$ cat src/rtl/ofs_fim_if_pkg.sv
// PCIe TX AXI-S beat types shared by the FIM TX path.
// Beats carry FIM_PCIE_TLP_CH TLP channels plus sideband tuser.
package ofs_fim_if_pkg;

    localparam int FIM_PCIE_TLP_CH = 2;
    localparam int CH0             = 0;
    localparam int CH1             = 1;
    localparam int PCIE_CH_DATA_W  = 32;
    localparam int PCIE_TUSER_W    = 8;

    typedef struct packed {
        logic                      valid;
        logic                      sop;
        logic                      eop;
        logic [PCIE_CH_DATA_W-1:0] data;
    } t_axis_pcie_tdata;

    typedef struct packed {
        t_axis_pcie_tdata [FIM_PCIE_TLP_CH-1:0] tdata;
        logic [PCIE_TUSER_W-1:0]                tuser;
    } t_axis_pcie_txs;

    // A beat closes when its highest valid channel carries eop.
    function automatic logic pcie_txs_closes(input t_axis_pcie_txs tx);
        logic c;
        c = 1'b0;
        for (int ch = 0; ch < FIM_PCIE_TLP_CH; ch++) begin
            if (tx.tdata[ch].valid) begin
                c = tx.tdata[ch].eop;
            end
        end
        return c;
    endfunction

endpackage

$ cat src/rtl/tx_pkt_arbiter_pkg.sv
// Local types and helpers for the TX packet arbiter.
package tx_pkt_arbiter_pkg;

    import ofs_fim_if_pkg::*;

    typedef enum logic {
        ARB_IDLE = 1'b0,
        ARB_LOCK = 1'b1
    } arb_state_e;

    function automatic logic pcie_txs_has_data(input t_axis_pcie_txs tx);
        logic v;
        v = 1'b0;
        for (int ch = 0; ch < FIM_PCIE_TLP_CH; ch++) begin
            v = v | tx.tdata[ch].valid;
        end
        return v;
    endfunction

endpackage

$ cat src/rtl/tx_pkt_arbiter_rr_arb_onehot.sv
// Combinational round-robin picker: first requester at or after ptr.
module rr_arb_onehot #(
    parameter int NUM_REQ = 4,
    parameter int PTR_W   = $clog2(NUM_REQ)
) (
    input  logic [NUM_REQ-1:0] req,
    input  logic [PTR_W-1:0]   ptr,
    output logic [NUM_REQ-1:0] gnt
);

    logic [PTR_W:0]   sum;
    logic [PTR_W-1:0] idx;
    logic             found;

    always_comb begin
        gnt   = '0;
        found = 1'b0;
        sum   = '0;
        idx   = '0;
        for (int i = 0; i < NUM_REQ; i++) begin
            sum = {1'b0, ptr} + (PTR_W+1)'(i);
            if (sum >= (PTR_W+1)'(NUM_REQ)) begin
                sum = sum - (PTR_W+1)'(NUM_REQ);
            end
            idx = sum[PTR_W-1:0];
            if (!found && req[idx]) begin
                gnt[idx] = 1'b1;
                found    = 1'b1;
            end
        end
    end

endmodule

$ cat src/rtl/tx_pkt_arbiter.sv
// Packet-level round-robin arbiter onto one PCIe TX AXI-S stream.
// Ownership is held from a packet's first beat until its closing beat.
module tx_pkt_arbiter
    import ofs_fim_if_pkg::*;
    import tx_pkt_arbiter_pkg::*;
#(
    parameter int NUM_REQ     = 4,
    parameter int STALL_LIMIT = 1024,
    parameter int STALL_CNT_W = $clog2(STALL_LIMIT + 1)
) (
    input  logic                                         clk,
    input  logic                                         rst,
    input  logic [NUM_REQ-1:0]                           i_tvalid,
    input  logic [NUM_REQ-1:0][$bits(t_axis_pcie_txs)-1:0] i_tx,
    output logic [NUM_REQ-1:0]                           o_tready,
    output logic                                         o_tvalid,
    output logic [$bits(t_axis_pcie_txs)-1:0]            o_tx,
    input  logic                                         i_tready,
    output logic [NUM_REQ-1:0]                           o_grant,
    output logic [NUM_REQ-1:0]                           o_stall_err,
    input  logic                                         i_stall_clr
);

    localparam int PTR_W = $clog2(NUM_REQ);
    localparam logic [PTR_W-1:0] LAST_IDX = PTR_W'(NUM_REQ - 1);
    localparam logic [STALL_CNT_W-1:0] CNT_MAX = STALL_CNT_W'(STALL_LIMIT);
    localparam logic [STALL_CNT_W-1:0] CNT_SET = STALL_CNT_W'(STALL_LIMIT - 1);

    arb_state_e           state_q, state_d;
    logic [PTR_W-1:0]     owner_q, owner_d;
    logic [PTR_W-1:0]     rr_q, rr_d;
    logic [STALL_CNT_W-1:0] cnt_q, cnt_d;
    logic [NUM_REQ-1:0]   err_q, err_d;
    logic                 tvalid_q, tvalid_d;
    t_axis_pcie_txs       tx_q, tx_d;

    logic [NUM_REQ-1:0]   req;
    logic [NUM_REQ-1:0]   gnt;
    logic [NUM_REQ-1:0]   ready;
    logic [PTR_W-1:0]     win_idx;
    logic [PTR_W-1:0]     sel_idx;
    t_axis_pcie_txs       sel_tx;
    logic                 stage_ready;
    logic                 accept;
    logic                 sel_closes;
    logic                 stall_inc;
    logic                 err_set;

    function automatic logic [PTR_W-1:0] next_ptr(input logic [PTR_W-1:0] p);
        return (p == LAST_IDX) ? '0 : p + 1'b1;
    endfunction

    always_comb begin
        for (int r = 0; r < NUM_REQ; r++) begin
            req[r] = i_tvalid[r] && pcie_txs_has_data(i_tx[r]);
        end
    end

    rr_arb_onehot #(
        .NUM_REQ (NUM_REQ),
        .PTR_W   (PTR_W)
    ) u_rr (
        .req (req),
        .ptr (rr_q),
        .gnt (gnt)
    );

    always_comb begin
        win_idx = '0;
        for (int i = 0; i < NUM_REQ; i++) begin
            if (gnt[i]) begin
                win_idx = PTR_W'(i);
            end
        end
    end

    assign stage_ready = ~tvalid_q | i_tready;

    // Output process: who sees ready, and what gets accepted.
    always_comb begin
        ready = '0;
        if (!rst && stage_ready) begin
            if (state_q == ARB_IDLE) begin
                ready = gnt;
            end else begin
                ready[owner_q] = 1'b1;
            end
        end
        sel_idx    = (state_q == ARB_IDLE) ? win_idx : owner_q;
        sel_tx     = i_tx[sel_idx];
        accept     = |(ready & i_tvalid);
        sel_closes = pcie_txs_closes(sel_tx);
        o_grant    = '0;
        if (state_q == ARB_LOCK) begin
            o_grant[owner_q] = 1'b1;
        end
    end

    assign o_tready    = ready;
    assign o_tvalid    = tvalid_q;
    assign o_tx        = tx_q;
    assign o_stall_err = err_q;

    // Next-state process.
    always_comb begin
        state_d = state_q;
        owner_d = owner_q;
        rr_d    = rr_q;
        unique case (state_q)
            ARB_IDLE: begin
                if (accept) begin
                    if (sel_closes) begin
                        rr_d = next_ptr(sel_idx);
                    end else begin
                        state_d = ARB_LOCK;
                        owner_d = sel_idx;
                    end
                end
            end
            ARB_LOCK: begin
                if (accept && sel_closes) begin
                    state_d = ARB_IDLE;
                    rr_d    = next_ptr(owner_q);
                end
            end
            default: state_d = ARB_IDLE;
        endcase
    end

    // Stall watchdog only counts owner idleness the stage could have taken.
    always_comb begin
        stall_inc = (state_q == ARB_LOCK) && !i_tvalid[owner_q] && stage_ready;
        err_set   = stall_inc && (cnt_q == CNT_SET);
        if ((state_q == ARB_IDLE) || accept) begin
            cnt_d = '0;
        end else if (stall_inc && (cnt_q != CNT_MAX)) begin
            cnt_d = cnt_q + 1'b1;
        end else begin
            cnt_d = cnt_q;
        end
        err_d = i_stall_clr ? '0 : err_q;
        if (err_set) begin
            err_d[owner_q] = 1'b1;
        end
        tvalid_d = accept | (tvalid_q & ~i_tready);
        tx_d     = accept ? sel_tx : tx_q;
    end

    always_ff @(posedge clk) begin
        if (rst) begin
            state_q  <= ARB_IDLE;
            owner_q  <= '0;
            rr_q     <= '0;
            cnt_q    <= '0;
            err_q    <= '0;
            tvalid_q <= 1'b0;
            tx_q     <= '0;
        end else begin
            state_q  <= state_d;
            owner_q  <= owner_d;
            rr_q     <= rr_d;
            cnt_q    <= cnt_d;
            err_q    <= err_d;
            tvalid_q <= tvalid_d;
            tx_q     <= tx_d;
        end
    end

endmodule

$ cat config.mk
export PLATFORM = sky130hd
export DESIGN_NAME = tx_pkt_arbiter
export DESIGN_NICKNAME = d
export VERILOG_FILES = /design/src/rtl/ofs_fim_if_pkg.sv /design/src/rtl/tx_pkt_arbiter_pkg.sv /design/src/rtl/tx_pkt_arbiter_rr_arb_onehot.sv /design/src/rtl/tx_pkt_arbiter.sv
export SDC_FILE = /design/constraint.sdc
export NUM_CORES = 1
export LEC_CHECK = 0
export BUFFER_PORTS_ARGS = -buffer_cell sky130_fd_sc_hd__buf_2
export CORE_AREA = 2 2 162 164
export CTS_CLUSTER_SIZE = 12
export DETAILED_ROUTE_END_ITERATION = 8
export DIE_AREA = 0 0 164 166
export PLACE_DENSITY = 0.52
export RECOVER_POWER = 25
export SYNTH_ARGS = -nofsm -noshare
export SYNTH_HDL_FRONTEND = slang
export SYNTH_SLANG_ARGS = --single-unit
$ cat constraint.sdc
create_clock -name clk -period 7.2 [get_ports clk]
set_clock_uncertainty 0.2 [all_clocks]
set_input_delay 2.16 -clock clk [delete_from_list [all_inputs] [get_ports clk]]
set_output_delay 2.16 -clock clk [all_outputs]
set_load 0.005 [all_outputs]
==> summary.md <==
| Metric | Value |
|---|---|
| Cells along the critical path | buf_2 -> o21ai_1 -> nand2_1 -> mux4_2 -> nor3_2 -> or2_2 -> nand2_1 -> a21oi_1 -> buf_2 |
| First-pass GRT wire length | roughly 45000 um |
| Worst-path clk slew | approximately 0.080 ns |
| Max-slew violations | 0 |
| Max_cap viols | 0 |
| Most numerous cell in the Yosys netlist | nand2_1 |
| Die Ht | 166 um |
| Largest net degree at the start of global routing | 150 |
| Post-synth top area cell | dfxtp_1 |
| Maximum VDD drop | 0.4513 mV |
| CTS Hold Bufs | 0 |
| CTS root buf | clkbuf_16 |
| Via density | a little under 5 |
| Fin Setup TNS | 0 ns |
| Max clock buf depth | 2 |
| 1st-iter DRT viols | 596 |
| Ports | approximately 410 |
| Post-DRT Antenna Nets | 0 |
| Finished Core Util | between 30% and 40% |
| Yosys reg bits | 99 |
| Post-Synthesis Cells | between 1000 and 1500 |
| Synth warn | 0 |
| Clock net sink count | 99 |
| Post-synth EDFFs | 0 |
| DR WL/cell | ~17 um |
| DP Wirelength | roughly 22000 um |
| Tot Pwr | just under 5 mW |
| Crit path max fanout | 7 |
| Syn Nets | about 1400 |
| Final min period | roughly 6.6 ns |
| Area contributors post-synth | dfxtp_1 29%, nand2_1 23%, nand3_1 17% |
| Final WS setup | roughly 0.55 ns |
| Starting Density | between 20% and 30% |
| Clk_lat worst skew | between 0.3 and 0.4 ns |
| WP data arrival | around 4.3 ns |
| Crit path from | i_tx[198] |
| Cell variety after synth | 57 |
| P&R area growth vs syn | 36.65% |
| Mapped Area | just under 0.007 sq mm |
| Final #Nets | 1779 |
| Startpoint class of the critical path | primary input |
| Synthesized area per cell | 6.255 sq um |
| Fraction of registers with async set/reset | 0% |
| DRT Pass-1 Iters | 7 |
| CTS resizes | 0 |
| Tcrit/Tclk final | ~92% |
| Gr ovfl total | 0 |
| Outcome | complete, no violations |
| Min-delay src | o_tx[3]$_SDFFE_PP0P_ |
| Hold Fails Final Rpt | 0 |
| Kind of critical path | primary input to output port |
| CP peak stage delay | around 0.53 ns |
| Port bufs | about 400 |
| Postcts setup bufs | 0 |
| Fmax | roughly 150 MHz |
| CTS tree | built |
| Fillers | between 2000 and 3000 |
| H-Tree Depth | 3 |
| Prevailing post-synth register cell | dfxtp_1 |
| Antenna violations before repair | 2 |
| Synth cell count leaders | 413 x nand2_1, 232 x nand3_1, 99 x dfxtp_1 |
| Layout cells sized above 1 | between 20% and 30% |
| Total number of vias | slightly below 9000 |
| Yosys top cell area share | 28.91% |
| Vias in the first global route | 8186 |
| Drt drc | 0 |
| CP max stage cell | mux4_2 |
| GRT Overall Usage | about a fifth |
| Req. time, crit path | a little under 5 ns |
| Inserted Clock Buffers | 9 |
| Core area | ~0.026 sq mm |
| Post-Place Setup Slack | 0.5860 ns |
| # setup viols final | 0 |
| Worst Setup End Kind | output port |
| RePlAce Congestion | 0.9090 |
| Sequential share of the synthesized area | roughly 29% |
| Leakage power | around 4.4 nW |
| Die area | approximately 0.027 sq mm |
| Worst rel slew slack | between 30% and 40% |
| # rows | 59 |
| RSZ-0062 raised after global routing | false |
| Reg2reg start | rr_q[0]$_SDFFE_PP0P_ |
| Routed wire length | slightly below 30000 um |
| Hold/Removal Path Class | flip-flop to flip-flop |
| Hold Slack | 0.2480 ns |
| Worst slew pin tran | between 0.9 and 1 ns |
| Die width | 164 um |
| PwrDens | 522.8 mW/mm^2 |
[routing by layer]
metal | GRT usage [%] | part of all wire, % | vias up | wire, um
met5 | 0 | 0 | - | 0
met4 | 6.026 | 2.6 | 0 | 757
met3 | 4.695 | 6.3 | 45 | 1851
met2 | 35.13 | 49 | 350 | 14360
met1 | 27.02 | 42 | 3955 | 12510
li1 | - | - | 4385 | -
[worst max-delay path, delay by kind of cell]
kind | cells | cell delay [ns]
and+or+nand+nor | 4 | 0.80
AOI/OAI and AO/OA | 2 | 0.54
muxes | 1 | 0.53
buffers and inverters | 2 | 0.26
[power breakdown]
part	switching, mW	leakage, nW	internal (mW)	total (mW)
clock network	0.226	0.117	0.234	0.460
logic	2.39	3.44	1.17	3.56
registers	0.117	0.808	0.760	0.877
[per-stage QoR]
stage / instance area (sq um) / instances
after detailed placement: 9151 / 1769
after floorplan: 6855 / 1096
after CTS: 9419 / 1784
after global routing: 9365 / 1785
after global placement: 9151 / 1769
final: 9368 / 1786
[cell families after synthesis]
family	share of synthesized area (%)
AND/OR/NAND/NOR	45.08
AO/OA/AOI/OAI	12.90
buffers and inverters	5.786
flip-flops	28.91
multiplexers	3.614
adder cells (fa/ha/maj)	2.555
XOR/XNOR	1.150
[layout make-up]
cell class | instances | area (sq um) | area share [%]
Antenna cell | 2 | 5.005 | 0.05343
Clock buffer | 10 | 229.0 | 2.444
Clock inverter | 5 | 38.79 | 0.4141
Inverter | 18 | 67.56 | 0.7213
Multi-Input combinational cell | 896 | 4521 | 48.26
Sequential cell | 99 | 1982 | 21.16
Tap cell | 335 | 419.2 | 4.474
Timing Repair Buffer | 421 | 2106 | 22.48
[final timing paths]
kind	to	slack, ns	cells past startpoint
worst max-delay path	o_tready[2]	0.55	9
worst max register to register	owner_q[0]$_SDFFE_PP0P_	2.31	12
worst min-delay path	o_tx[3]$_SDFFE_PP0P_	0.25	2
worst min register to register	o_tx[3]$_SDFFE_PP0P_	0.25	2
[cell usage in the layout, fill, tap and decap left out, types with 3 or more instances in the layout]
cell type	netlist	layout
and2_1	3	3
o21ai_1	8	6
buf_4	0	10
buf_2	8	364
nor2b_1	4	4
clkbuf_1	64	46
o21a_1	5	5
a21oi_1	94	93
ha_1	14	14
dfxtp_1	99	99
clkinvlp_4	0	4
and3_1	6	6
inv_1	17	17
mux2i_1	9	9
nor2_1	30	30
nand2_1	413	413
clkbuf_16	0	9
nor4_1	6	6
xnor2_1	9	9
o22ai_1	3	3
mux4_2	7	7
nor3_1	6	6
nand3_1	232	232
o21ai_0	5	5
[sequential cells by signal (all words and copies together) (netlist names), named ones only]
signal / cells
o_stall_err: 4
o_tvalid: 1
rr_q: 2
cnt_q: 11
owner_q: 2
o_tx: 78
No activity file was read; power rests on OpenSTA's default activity.
